$ cat src/rtl/alu_result_demux_if.sv
// Handshake and data bundle between the ALU result stream, the demux and the
// four per-operation consumers. Signal names follow the block's port list.
interface alu_result_demux_if #(
    parameter int WIDTH = 32
);
    // Valid/ready: a word moves on a rising clk edge exactly when valid and
    // ready are both 1; a producer holds valid and data stable until then.
    logic                 in_valid;
    logic                 in_ready;
    logic [1:0]           in_select;
    logic [WIDTH-1:0]     in_data;
    logic [3:0]           out_valid;
    logic [3:0]           out_ready;
    logic [4*WIDTH-1:0]   out_data;
    logic [31:0]          out_count;

    modport master (
        output in_valid, in_select, in_data, out_ready,
        input  in_ready, out_valid, out_data, out_count
    );

    modport slave (
        input  in_valid, in_select, in_data, out_ready,
        output in_ready, out_valid, out_data, out_count
    );
endinterface

$ cat src/rtl/alu_result_demux.sv
// Steers each ALU result word into one of four one-entry channels
// (00 AND, 01 ADD, 10 OR, 11 XOR) and counts delivered words per channel.
module alu_result_demux #(
    parameter int WIDTH = 32
) (
    input  logic               clk,
    input  logic               rst_n,
    alu_result_demux_if.slave  bus
);

    logic [3:0]        r_full;
    logic [WIDTH-1:0]  r_hold [4];
    logic [7:0]        r_cnt  [4];

    logic              w_in_ready;
    logic              w_accept;
    logic [3:0]        w_drain;

    // A full channel can still accept when its consumer empties it this cycle.
    always_comb begin
        w_in_ready = rst_n & (~r_full[bus.in_select] | bus.out_ready[bus.in_select]);
    end

    assign w_accept     = bus.in_valid & w_in_ready;
    assign w_drain      = r_full & bus.out_ready;
    assign bus.in_ready = w_in_ready;

    always_ff @(posedge clk) begin
        if (!rst_n) begin
            r_full <= '0;
            for (int k = 0; k < 4; k++) begin
                r_hold[k] <= '0;
                r_cnt[k]  <= '0;
            end
        end else begin
            for (int k = 0; k < 4; k++) begin
                if (w_drain[k]) begin
                    r_cnt[k] <= r_cnt[k] + 8'd1;
                end
                // Load wins over drain so a same-cycle refill leaves no bubble.
                if (w_accept && (bus.in_select == 2'(k))) begin
                    r_full[k] <= 1'b1;
                    r_hold[k] <= bus.in_data;
                end else if (w_drain[k]) begin
                    r_full[k] <= 1'b0;
                end
            end
        end
    end

    assign bus.out_valid = r_full;

    for (genvar g = 0; g < 4; g++) begin : g_pack
        assign bus.out_data[g*WIDTH +: WIDTH] = r_hold[g];
        assign bus.out_count[g*8 +: 8]        = r_cnt[g];
    end

endmodule

$ cat src/flat_wrapper.sv
// flat-port wrapper written by rule: the top's interface ports become plain ports
module alu_result_demux_flat 
#(
    parameter int WIDTH = 32
)
  (clk, rst_n, bus_in_valid, bus_in_select, bus_in_data, bus_out_ready, bus_in_ready, bus_out_valid, bus_out_data, bus_out_count);
  alu_result_demux_if #(.WIDTH(WIDTH)) bus_i ();
  input  logic clk;
  input  logic rst_n;
  input wire logic [$bits(bus_i.in_valid)-1:0] bus_in_valid;
  input wire logic [$bits(bus_i.in_select)-1:0] bus_in_select;
  input wire logic [$bits(bus_i.in_data)-1:0] bus_in_data;
  input wire logic [$bits(bus_i.out_ready)-1:0] bus_out_ready;
  output wire logic [$bits(bus_i.in_ready)-1:0] bus_in_ready;
  output wire logic [$bits(bus_i.out_valid)-1:0] bus_out_valid;
  output wire logic [$bits(bus_i.out_data)-1:0] bus_out_data;
  output wire logic [$bits(bus_i.out_count)-1:0] bus_out_count;
  assign bus_i.in_valid = bus_in_valid;
  assign bus_i.in_select = bus_in_select;
  assign bus_i.in_data = bus_in_data;
  assign bus_i.out_ready = bus_out_ready;
  assign bus_in_ready = bus_i.in_ready;
  assign bus_out_valid = bus_i.out_valid;
  assign bus_out_data = bus_i.out_data;
  assign bus_out_count = bus_i.out_count;
  alu_result_demux #(.WIDTH(WIDTH)) u_core (.clk(clk), .rst_n(rst_n), .bus(bus_i));
endmodule
$ cat config.mk
export PLATFORM = sky130hd
export DESIGN_NAME = alu_result_demux_flat
export DESIGN_NICKNAME = d
export VERILOG_FILES = /design/src/rtl/alu_result_demux_if.sv /design/src/rtl/alu_result_demux.sv /design/src/flat_wrapper.sv
export SDC_FILE = /design/constraint.sdc
export NUM_CORES = 1
export LEC_CHECK = 0
export CORE_AREA = 2 2 95 189
export CTS_BUF_LIST = sky130_fd_sc_hd__clkbuf_16
export DETAILED_ROUTE_END_ITERATION = 16
export DIE_AREA = 0 0 97 191
export HOLD_SLACK_MARGIN = 0.12
export PLACE_DENSITY = 0.67
export SLEW_MARGIN = 20
export SYNTH_ARGS = -nofsm -noshare
export SYNTH_HDL_FRONTEND = slang
export SYNTH_SLANG_ARGS = --single-unit
$ cat constraint.sdc
create_clock -name clk -period 2.3 [get_ports clk]
set_clock_uncertainty 0.1 [all_clocks]
set_input_delay 0.46 -clock clk [delete_from_list [all_inputs] [get_ports clk]]
set_output_delay 0.46 -clock clk [all_outputs]
set_load 0.01 [all_outputs]
==> results_dict.tcl <==
set metrics [dict create \
    status "finished clean" \
    fmax_mhz 453 \
    final_cell_mix "clkdlybuf4s50_1, edfxtp_1, nor2_1" \
    cpPeakStageDelay_ps 420 \
    worst_pin_slew_ps 374 \
    clock-root-buffer "clkbuf_16" \
    period_needed_ps 2210 \
    synth_cell_types 28 \
    wirelength_mm 16.6 \
    finalCritPeriodShare 0.959 \
    clk_pin_slew_ps 60 \
    grt_pass1_wl_mm 26.1 \
    crit_end "bus_in_ready" \
    mostFrequentLayoutCell "clkdlybuf4s50_1" \
    cp-end-kind "primary output" \
    placed_area_sq_mm 0.00899 \
    grt_pass1_vias 4699 \
    rsz0062_at_grt "false" \
    die_h_um 191 \
    grt-ovfl-total 0 \
    n_antenna_cell 0 \
    synth-seq-cells 164 \
    ir_worst_vdd_mv 0.540 \
    path_cells "clkdlybuf4s50_1 > or2b_2 > mux2i_1 > a21oi_1 > clkdlybuf4s15_1" \
    cpMaxStageDelayCell "clkdlybuf4s50_1" \
    cp.arrival_ps 1650 \
    areaGrowthSynthToFinish_pct 49.4 \
    die-area_sq_mm 0.0185 \
    drc_errors 0 \
    cts_hold_buf 0 \
    synth.avg_cell_area_sq_um 13.2 \
    yosysWarnings 0 \
    final_nets 765 \
    dp_hpwl_mm 11.7 \
    vias 4655 \
    max_cap_violations 0 \
    synth_fp_nets 531 \
    die_w_um 97 \
    critPathKind "in2out" \
    startpoint_type "input port" \
    rr_endpoint "u_core.r_hold[3][27]" \
    cts_max_level 4 \
    drive_above_1_share 0.0900 \
    synthCells 486 \
    cts_tree "built" \
    synth_seq_area_share 0.763 \
    critPathTopFamily "buffers and inverters" \
    p_leak_uw 0.00345 \
    io_buffers 205 \
    totalPowerFinal_uw 6960 \
    routabilityCongestion 0.806 \
    crit_buf_inv 2 \
    postCtsSetupBuffers 0 \
    synthesis.area_sq_mm 0.00640 \
    grt_max_degree 25 \
    placement_rows 68 \
    setup_viol 0 \
    cts.sinks 164 \
    r2r-start "u_core.bus.out_valid[3]" \
    io-pin-count 206 \
    clockBufferDepth 2 \
    critical_path_depth 5 \
    antenna_found_initial 0 \
    fin_ws_ps 93.4 \
    wire_per_inst_um 17.6 \
    path_max_fanout 2 \
    startpoint "bus_out_ready[3]" \
    initial_core_util 0.375 \
    coreArea_sq_mm 0.0171 \
    cp.required_ps 1740 \
    clk_latency_ps 420 \
    drt-initial-drc-count 257 \
    hold_class "reg2reg" \
    ant_nets 0 \
    design_area_sq_mm 0.00957 \
    rr_worst_depth 5 \
    r2r_slack_ps 640 \
    grt_use_total 0.184 \
    firstDrtPassIters 4 \
    slew_viol_final 0 \
    cellPowerDensity_mw_per_mm2 727 \
    maxSlewHeadroom 0.750 \
    dp_slack_ps -217 \
    viasPerCell 4.94 \
    hold_viol_final 0 \
    cts_made_buffers 17 \
]
-- flip-flops by register name, summed over array words and instances (netlist names) --
signal and cells:
u_core.r_cnt 32, u_core.bus.out_valid 4, u_core.r_hold 128
-- what timing repair did --
item	CTS	global route
hold endpoints to repair	0	0
resized for setup	2	1
pin swaps	0	0
setup endpoints to repair	1	1
-- cell type report --
cell class / instances / area [sq um]
Inverter: 4 / 15.0
Timing Repair Buffer: 234 / 2420
Sequential cell: 164 / 4880
Tap cell: 210 / 263
Multi-Input combinational cell: 299 / 1420
Clock inverter: 15 / 145
Fill cell: 1436 / 7530
Clock buffer: 17 / 425
-- power by group --
group / leakage, uW / total (uW) / switching (uW) / internal (uW)
Clock: 0.000282 / 2740 / 1220 / 1520
Sequential: 0.00174 / 3490 / 67.9 / 3420
Combinational: 0.00143 / 727 / 354 / 373
-- metrics by stage --
stage               std cells   util  TNS, ps  hold WS, ps
floorplan                 486      -        0          489
global placement          911  0.526     -241          506
detailed placement        911  0.526     -217          487
CTS                       943  0.559        0          509
global route              943  0.559        0          596
finish                    943  0.559        0          506
-- synthesized netlist by cell type, drive strengths merged --
| master | number | area share |
|---|---|---|
| o311ai | 1 | 0.0014 |
| nor2b | 2 | 0.0020 |
| or4 | 1 | 0.0012 |
| o21ai | 11 | 0.0086 |
| nand2 | 53 | 0.031 |
| ha | 4 | 0.0078 |
| or2b | 1 | 0.0014 |
| dfxtp | 4 | 0.013 |
| nand3 | 23 | 0.020 |
| and2 | 4 | 0.0039 |
| or3 | 11 | 0.011 |
| and3 | 3 | 0.0031 |
| edfxtp | 160 | 0.75 |
| a21oi | 12 | 0.0094 |
| a21boi | 4 | 0.0047 |
| buf | 19 | 0.016 |
| mux2i | 1 | 0.0016 |
| nand2b | 3 | 0.0029 |
| xnor2 | 4 | 0.0055 |
| xor2 | 8 | 0.011 |
| inv | 4 | 0.0023 |
| nand4bb | 1 | 0.0018 |
| nand4 | 5 | 0.0049 |
| nor2 | 146 | 0.086 |
| o211ai | 1 | 0.0012 |
-- worst register-to-register path, stage by stage (launching register included) --
cell     delay, ps
dfxtp_1        420
or2b_2         330
buf_4          150
nand4_1        120
nand2_2        110
buf_12         180
-- how the worst min path moves through the flow --
stage | start | end | depth (start not counted)
2_1_floorplan | u_core.bus.out_valid[0] | u_core.bus.out_valid[0] | 2
3_3_place_gp | u_core.bus.out_valid[2] | u_core.bus.out_valid[2] | 2
3_5_place_dp | u_core.bus.out_valid[2] | u_core.bus.out_valid[2] | 2
4_1_cts | u_core.bus.out_valid[2] | u_core.bus.out_valid[2] | 2
5_1_grt | u_core.r_cnt[3][7] | u_core.r_cnt[3][7] | 2
6_report | u_core.bus.out_valid[2] | u_core.bus.out_valid[2] | 2
-- metal layers --
layer	up-vias	part of all wire	GRT usage
li1	2181	-	-
met4	0	0.011	0.0531
met5	-	0	0
met2	249	0.48	0.298
met3	15	0.10	0.0728
met1	2210	0.40	0.228
-- logic make-up after synthesis --
| family | share of synthesized area |
|---|---|
| flip-flops | 0.763 |
| AND/OR/NAND/NOR | 0.168 |
| buffers and inverters | 0.0184 |
| XOR/XNOR | 0.0164 |
| adder cells (fa/ha/maj) | 0.00781 |
| AO/OA/AOI/OAI | 0.0252 |
| multiplexers | 0.00156 |
Note: power is estimated with default switching activity, not from simulation.
